$ cat config.mk
export PLATFORM = sky130hd
export DESIGN_NAME = dmem_responder
export DESIGN_NICKNAME = d
export VERILOG_FILES = /design/src/rtl/dmem_responder.sv
export SDC_FILE = /design/constraint.sdc
export NUM_CORES = 2
export LEC_CHECK = 0
export ABC_AREA = 0
export ABC_CLOCK_PERIOD_IN_PS = 5560
export BUFFER_PORTS_ARGS = -buffer_cell sky130_fd_sc_hd__buf_2
export CAP_MARGIN = 20
export CORE_AREA = 2 2 846 848
export DETAILED_ROUTE_END_ITERATION = 10
export DIE_AREA = 0 0 848 850
export PLACE_DENSITY_LB_ADDON = 0.08
export REMOVE_ABC_BUFFERS = 1
export SLEW_MARGIN = 10
export SYNTH_ARGS = -nofsm -noshare
export SYNTH_HDL_FRONTEND = slang
export SYNTH_SLANG_ARGS = --single-unit
export TNS_END_PERCENT = 50
$ cat constraint.sdc
create_clock -name clk -period 5.56 [get_ports clk]
set_input_delay 0 -clock clk [delete_from_list [all_inputs] [get_ports clk]]
set_output_delay 0 -clock clk [all_outputs]
set_load 0.01 [all_outputs]
$ cat src/rtl/dmem_responder.sv
// dmem_responder: 512-byte little-endian data memory behind a rd/wr/ready port.
// Define DMEM_WAIT_STATES_EN to compile in the WAIT state and stall counter.
module dmem_responder #(
    parameter int DATA_W      = 32,
    parameter int ADDR_W      = 9,
    parameter int WAIT_CYCLES = 2
) (
    input  logic              clk,
    input  logic              reset,
    input  logic              rd,
    input  logic              wr,
    input  logic [ADDR_W-1:0] addr,
    input  logic [2:0]        funct3,
    input  logic [DATA_W-1:0] wr_data,
    output logic [DATA_W-1:0] rd_data,
    output logic              ready,
    output logic              err
);

    localparam int DEPTH = (2 ** ADDR_W) / 4;

    if (DATA_W != 32 || WAIT_CYCLES < 1 || WAIT_CYCLES > 15) begin : g_bad_cfg
        $error("dmem_responder: unsupported DATA_W or WAIT_CYCLES");
    end

    typedef enum logic [1:0] {
        IDLE = 2'd0,
`ifdef DMEM_WAIT_STATES_EN
        WAIT = 2'd1,
`endif
        DONE = 2'd2
    } state_t;

    state_t              state_q, state_d;
    logic [ADDR_W-1:0]   addr_q;
    logic [2:0]          f3_q;
    logic [DATA_W-1:0]   wdata_q;
    logic                rd_q, wr_q;
    logic [DATA_W-1:0]   rd_data_q;
    logic                ready_q, err_q;
    logic [DATA_W-1:0]   mem_q [DEPTH];
`ifdef DMEM_WAIT_STATES_EN
    logic [3:0]          cnt_q, cnt_d;
`endif

    logic                accept, commit;
    logic                illegal, misal, both;
    logic [1:0]          lane;
    logic [ADDR_W-3:0]   idx;
    logic [3:0]          be;
    logic [DATA_W-1:0]   wlane, word, ld_val;
    logic [7:0]          ld_b;
    logic [15:0]         ld_h;

    assign accept = (state_q == IDLE) && (rd || wr);
    assign commit = (state_q == DONE);
    assign lane   = addr_q[1:0];
    assign idx    = addr_q[ADDR_W-1:2];
    assign both   = rd_q && wr_q;

    // Next-state logic and stall counter.
    always_comb begin
        state_d = state_q;
`ifdef DMEM_WAIT_STATES_EN
        cnt_d   = cnt_q;
`endif
        unique case (state_q)
            IDLE: begin
                if (rd || wr) begin
`ifdef DMEM_WAIT_STATES_EN
                    state_d = WAIT;
                    cnt_d   = 4'(WAIT_CYCLES - 1);
`else
                    state_d = DONE;
`endif
                end
            end
`ifdef DMEM_WAIT_STATES_EN
            WAIT: begin
                if (cnt_q == 4'd0) begin
                    state_d = DONE;
                end else begin
                    cnt_d = cnt_q - 4'd1;
                end
            end
`endif
            DONE:    state_d = IDLE;
            default: state_d = IDLE;
        endcase
    end

    // Lane selection, alignment check and load extension for the latched access.
    always_comb begin
        illegal = (f3_q[1:0] == 2'b11) || (f3_q == 3'b110);
        misal   = 1'b0;
        be      = 4'b0000;
        wlane   = wdata_q;
        word    = mem_q[idx];
        ld_b    = word[{lane, 3'b000} +: 8];
        ld_h    = addr_q[1] ? word[31:16] : word[15:0];
        ld_val  = '0;
        unique case (f3_q[1:0])
            2'b00: begin
                be     = 4'b0001 << lane;
                wlane  = {4{wdata_q[7:0]}};
                ld_val = {{24{ld_b[7] & ~f3_q[2]}}, ld_b};
            end
            2'b01: begin
                be     = addr_q[1] ? 4'b1100 : 4'b0011;
                wlane  = {2{wdata_q[15:0]}};
                ld_val = {{16{ld_h[15] & ~f3_q[2]}}, ld_h};
                misal  = addr_q[0];
            end
            2'b10: begin
                be     = 4'b1111;
                wlane  = wdata_q;
                ld_val = word;
                misal  = |lane;
            end
            default: ;
        endcase
    end

    // State register and stall counter.
    always_ff @(posedge clk or posedge reset) begin
        if (reset) begin
            state_q <= IDLE;
`ifdef DMEM_WAIT_STATES_EN
            cnt_q   <= 4'd0;
`endif
        end else begin
            state_q <= state_d;
`ifdef DMEM_WAIT_STATES_EN
            cnt_q   <= cnt_d;
`endif
        end
    end

    // Capture the request when it is accepted from IDLE.
    always_ff @(posedge clk or posedge reset) begin
        if (reset) begin
            addr_q  <= '0;
            f3_q    <= '0;
            wdata_q <= '0;
            rd_q    <= 1'b0;
            wr_q    <= 1'b0;
        end else if (accept) begin
            addr_q  <= addr;
            f3_q    <= funct3;
            wdata_q <= wr_data;
            rd_q    <= rd;
            wr_q    <= wr;
        end
    end

    // Completion pulse, error flag and held load result.
    always_ff @(posedge clk or posedge reset) begin
        if (reset) begin
            rd_data_q <= '0;
            ready_q   <= 1'b0;
            err_q     <= 1'b0;
        end else begin
            ready_q <= commit;
            err_q   <= commit && (illegal || both || misal);
            if (commit && rd_q) begin
                rd_data_q <= (wr_q || illegal) ? '0 : ld_val;
            end
        end
    end

    // Byte-lane store on the completing edge; contents survive reset.
    always_ff @(posedge clk) begin
        if (commit && wr_q && !illegal) begin
            for (int i = 0; i < 4; i++) begin
                if (be[i]) begin
                    mem_q[idx][8*i +: 8] <= wlane[8*i +: 8];
                end
            end
        end
    end

    assign rd_data = rd_data_q;
    assign ready   = ready_q;
    assign err     = err_q;

endmodule

### Word level (Yosys, flattened, before mapping)

Memory sizes are Yosys's and may differ from the RTL's.
Index checks and enable logic that the tools add are counted.

* add/subtract/negate cells: 0
* $mul: 0
* divide/modulo/power cells: 0
* $lt $le $gt $ge: 0
* eq/ne operators: 6
* shift-type cells: 2
* multiplexer cells: 21
* bitwise operators: 3
* reduce and logical (&&, ||, !) cells: 15

Operators by type and width (count)
* one-hot mux 32 bit (3 select lines): 1
* one-hot mux 32 bit (2 select lines): 1
* 2-to-1 mux 32 bit: 1
* variable part select 32 x 6 -> 8 bit: 1
* 2-to-1 mux 16 bit: 1
* 2-to-1 mux 1 bit: 12
* one-hot mux 4 bit (3 select lines): 1
* equality test 2 bit, second input constant: 3
* logical AND 1 bit: 6
* logical OR 1 bit: 5
* zero test 2 bit: 2
* 2-to-1 mux 2 bit: 2
* 2-to-1 mux 4 bit: 1
* left shift 1 x 2 -> 4 bit, first input constant: 1
* equality test 3 bit, second input constant: 1
* bitwise AND 1 bit: 2
* equality test 2 x 1 -> 1 bit, second input constant: 1
* inequality test 2 x 1 -> 1 bit, second input constant: 1
* one-hot mux 1 bit (2 select lines): 1
* OR reduction 2 bit: 1
* zero test 1 bit: 1
* NOT 1 bit: 1

* register bits: 82
* latch bits: 0
* bits in writable memories: 4096
* ROM bits: 0
* input bits: 48
* memories kept: 1

Memory list
* mem_q: words 128, bits a word 32, read ports 1, clocked after memory_dff 0, write ports 1, line 41 `logic [DATA_W-1:0] mem_q [DEPTH];`

### Logic depth before layout (Yosys ltp)

* depth in word-level cells: 6
* depth in mapped cells: 16
* gate-level depth less buffers: 8

### Worst setup path after synthesis

OpenSTA, ideal clock, no wires.

* kind: reg-to-reg
* from: register wdata_q[2]
* to: memory mem_q[0][10] (data pin)
* arrival time: 3.706 ns
* path slack: 1.323 ns
* stages on the path, launching flop included: 2
* path buffers: 0
* path through: dfrtp_1 > a22o_1

* longest elaborated chain between the ends: 1

Ends and longest elaborated chain
* start: declaration: line 37 `logic [DATA_W-1:0] wdata_q;`
* start signal: assignment: line 150 `wdata_q <= wr_data;`
* one-hot mux 32 bit (2 select lines): line 102 `unique case (f3_q[1:0])`
* via wlane[10]: line 51 `logic [DATA_W-1:0] wlane, word, ld_val;`
* end: declaration: line 41

The timed path passes the listed nets, and every way through them passes these cells.

### Worst setup path in the final report

* from: register addr_q[3]
* to: register rd_data_q[1] (netlist: rd_data[1])

* longest elaborated chain between the ends: 4
* elaborated cells between the ends (all ways): 5
* those cells by class: shift (1); mux (3); memory (1)

Ends and longest elaborated chain
* start: declaration: line 35 `logic [ADDR_W-1:0] addr_q;`
* start signal: assignment: line 148 `addr_q <= addr;`
* memory (128 x 32 bit) (*)
* variable part select 32 x 6 -> 8 bit or 2-to-1 mux 16 bit (tied branches): line 99, 100
* one-hot mux 32 bit (3 select lines) (*): line 102
* 2-to-1 mux 32 bit (*): line 166 `rd_data_q <= (wr_q || illegal) ? '0 : ld_val;`
* end signal: assignment: line 166
* end: declaration: line 39 `logic [DATA_W-1:0] rd_data_q;`

Every way passes the cells marked *; elsewhere a longest branch is shown, timed or not.
A chain may end at the register's enable or synchronous reset.

==> out/qor.csv <==
stage,metric,value,unit
worst_setup_path,"Max FO, Critical Path",27,
floorplan,Die Ht,850,um
clocking,setup bufs post-CTS,0,
logic_synthesis,area of the mapped netlist,163000,um^2
outcome,status,finished clean,
placement,dpl cells,19500,
layout,Multi-input gate area,35600,um^2
clocking,TritonCTS clock tree,yes,
logic_synthesis,dominant synthesized flop cell,edfxtp_1,
grt,vias in the first global route,101000,
floorplan,IO Pins,82,
pwr,Lkg Pwr,64.9,nW
layout,nets@finish,10700,
floorplan,Core ar.,711000,um^2
grt,total track usage,23.3,%
flow_run,Max-Cap Viols,0,
grt,largest net degree at the start of global routing,129,
routing,Remaining DRCs,0,
sta,relative slew slack,15.9,%
routing,initial detailed-routing violation count,14700,
routing,first-pass iteration count of the detailed router,6,
worst_setup_path,worst path required time,6.53,ns
floorplan,die footprint,721000,um^2
placement,area post-placement,184000,um^2
grt,initial antenna violation count,154,
placement,RD Place Congestion,0.896,
sta,Max Slew Vio Count,0,
clocking,clk_lat worst skew,1.11,ns
logic_synthesis,main area contributors after synthesis,"edfxtp_1, mux4_2, mux2i_1",
floorplan,num rows,310,
clocking,worst-case clock buffer depth,4,
worst_setup_path,Worst Setup Start Kind,register,
floorplan,Die Wd,848,um
logic_synthesis,Synth top area share,75.4,%
grt,first-pass GRT wire length,1110,mm
grt,GRT overflow,0,
worst_setup_path,CP Capture Type,register,
clocking,clock sink total,4177,
pwr,Worst VDD drop,386,uV
clocking,"Reg clk slew, reported paths",0.06,ns
logic_synthesis,YS warnings,0,
worst_setup_path,Critical Path AT,6.51,ns
pwr,PwrDens,437,nW/um^2
clocking,Root Buffer,clkbuf_16,
sta,Worst Tran Pin Value,1.26,ns
sta,Final Hold Fails,0,
sta,minimum clock period,5.54,ns
sta,fmax,0.180,GHz
logic_synthesis,sequential-to-total area share from yosys stat,76.6,%
clocking,htree depth,6,
floorplan,initial core utilization,22.9,%
sta,Final Setup Violations,0,
layout,fillcell total,71200,
worst_setup_path,Crit Path Class,reg -> reg,
logic_synthesis,"Avg Cell Area, Syn",17.5,um^2
placement,HPWL Detailed,591,mm
logic_synthesis,Yosys top cell by area,edfxtp_1,
logic_synthesis,share of flip-flops with an asynchronous set or reset,1.94,%
layout,area occupied by registers,125000,um^2
sta,Final period util,99.7,%
routing,WL final,868,mm
layout,Util after Layout,28.4,%
layout,layout cells sized above 1,25.9,%
layout,Synth-to-Final Area Change,23.7,%
layout,Final Non-Filler Cells,20700,
pwr,Power Total,88.3,mW
routing,DR vias/cell,5.07,
logic_synthesis,register bit total from synthesis,4177,
routing,Routed wire per std cell,42.0,um
placement,Port Buffer Count,81,
clocking,CTS Buf Count,525,
logic_synthesis,Post-Syn Instances,9332,
logic_synthesis,Post-synth EDFFs,4096,
logic_synthesis,Netlist cell types,82,
layout,post-route cell area,202000,um^2
sta,Clock Skews,0.0474,ns
routing,Vias,105000,
sta,RSZ-0062 raised after global routing,false,
hold_path,HP Class,in -> async,
routing,Post-DRT Antenna Nets,0,
==> synth_stat cells, types with 9 or more instances <==
library cell	n
a2111oi_0	16
a211oi_1	27
a21oi_1	166
a221o_1	66
a221oi_1	387
a222oi_1	16
a22o_1	55
a22oi_1	374
a311oi_1	9
a31oi_1	30
a41oi_1	26
and2_1	10
and3_1	17
buf_1	85
buf_2	200
buf_4	92
buf_6	9
clkbuf_1	283
dfrtp_1	81
edfxtp_1	4096
inv_1	12
mux2_2	394
mux2i_1	488
mux4_2	246
nand2_1	537
nand2b_1	20
nand3_1	51
nand4_1	18
nor2_1	704
nor2b_1	14
nor3_1	16
o2111ai_1	14
o211ai_1	45
o21ai_0	234
o221ai_1	70
o22a_1	14
o22ai_1	192
o2bb2ai_1	41
o311ai_0	13
o31ai_1	16
==> sequential cells by signal, summed over array words and instances, names as in the netlist <==
register / flops
wdata_q: 32
rd_data: 32
rd_q: 1
state_q: 1
addr_q: 9
f3_q: 3
ready: 1
err: 1
wr_q: 1
mem_q: 4096
==> power breakdown <==
group | switching [mW] | internal [mW] | leakage, nW
combinational | 13.6 | 4.49 | 19.0
sequential | 0.684 | 37.0 | 38.1
clock | 14.3 | 18.4 | 7.80
total | 28.5 | 59.8 | 64.9
==> layout make-up <==
type,instances,share of cell area (%)
antenna,85,0.105
clock buffer,663,6.83
clock inverter,281,1.10
inverter,15,0.0459
multi-input combinational,4471,17.6
sequential,4177,61.9
tap,9516,5.90
timing repair buffer,1488,6.46
==> critical path, cell delays in order (launching register included) <==
cell and delay (ns):
dfrtp_4 0.92, buf_12 0.41, buf_12 0.28, or2_2 0.82, o21ai_0 0.21, a21oi_1 0.17
o21ai_0 0.42, a32oi_1 0.71, nand4_1 0.62, buf_4 0.38, a22oi_1 0.22, o211ai_1 0.11
==> cell families (layout without fill, tap and decap cells) <==
| family | Yosys count | after routing | share of synthesized area [%] |
|---|---|---|---|
| DFF | 4177 | 4177 | 76.6 |
| AOI/OAI and AO/OA | 1891 | 1891 | 8.62 |
| and+or+nand+nor | 1448 | 1448 | 3.66 |
| muxes | 1128 | 1128 | 9.11 |
| buffers and inverters | 684 | 2447 | 1.98 |
| adders and majority gates | 4 | 4 | 0.0307 |
| other | 0 | 85 | 0 |
==> path summary, 6_finish.rpt <==
kind,startpoint,endpoint,slack [ns],cells after the start
worst max-delay path,addr_q[3]$_DFFE_PP0P_,rd_data[1]$_DFFE_PP0P_,0.02,11
worst min-delay path,reset,ready$_DFF_PP0_,0.04,4
worst max register to register,addr_q[3]$_DFFE_PP0P_,rd_data[1]$_DFFE_PP0P_,0.02,11
worst min register to register,rd_q$_DFFE_PP0P_,rd_q$_DFFE_PP0P_,0.65,1
max in group asynchronous,reset,addr_q[8]$_DFFE_PP0P_,4.21,5
min in group clk,addr[7],addr_q[7]$_DFFE_PP0P_,0.17,4
==> layout by cell type, fill, tap and decap left out, types with 127 or more instances in the layout <==
cell | Yosys | layout
clkinv_1 | 2 | 127
o22ai_1 | 192 | 192
a221oi_1 | 387 | 385
mux2i_1 | 488 | 488
clkbuf_1 | 283 | 129
a21oi_1 | 166 | 166
o21ai_0 | 234 | 231
mux2_2 | 394 | 386
nand2_1 | 537 | 484
buf_12 | 0 | 130
edfxtp_1 | 4096 | 4096
a22oi_1 | 374 | 374
clkbuf_16 | 0 | 529
buf_4 | 92 | 1141
mux4_2 | 246 | 246
nor2_1 | 704 | 679
==> metrics by stage <==
step / setup slack (ns) / setup TNS (ns) / hold slack (ns)
final: 0.0169 / 0 / 0.0364
after global routing: 0.195 / 0 / 0.0527
after CTS: 0.0834 / 0 / 0.00274
after detailed placement: 0.0907 / 0 / 0.0436
after global placement: -0.195 / -0.372 / 0.0394
after floorplan: -37.76 / - / 0.105
==> what timing repair did <==
item                                    4_1_cts  5_1_grt
endpoints found under the setup margin        0        1
hold endpoints to repair                    127        0
gates resized for setup                       0        1
hold buffers                                122        0
==> per-layer routing <==
layer / vias to the layer above / wire [um] / share of wire (%) / global-route usage (%)
li1: 40900 / - / - / -
met1: 57700 / 384000 / 44 / 32.9
met2: 5344 / 387000 / 45 / 35.5
met3: 1075 / 62000 / 7.1 / 4.39
met4: 28 / 36000 / 4.1 / 8.75
met5: - / 174 / 0.020 / 0
Power figures use the tool's default switching activity.
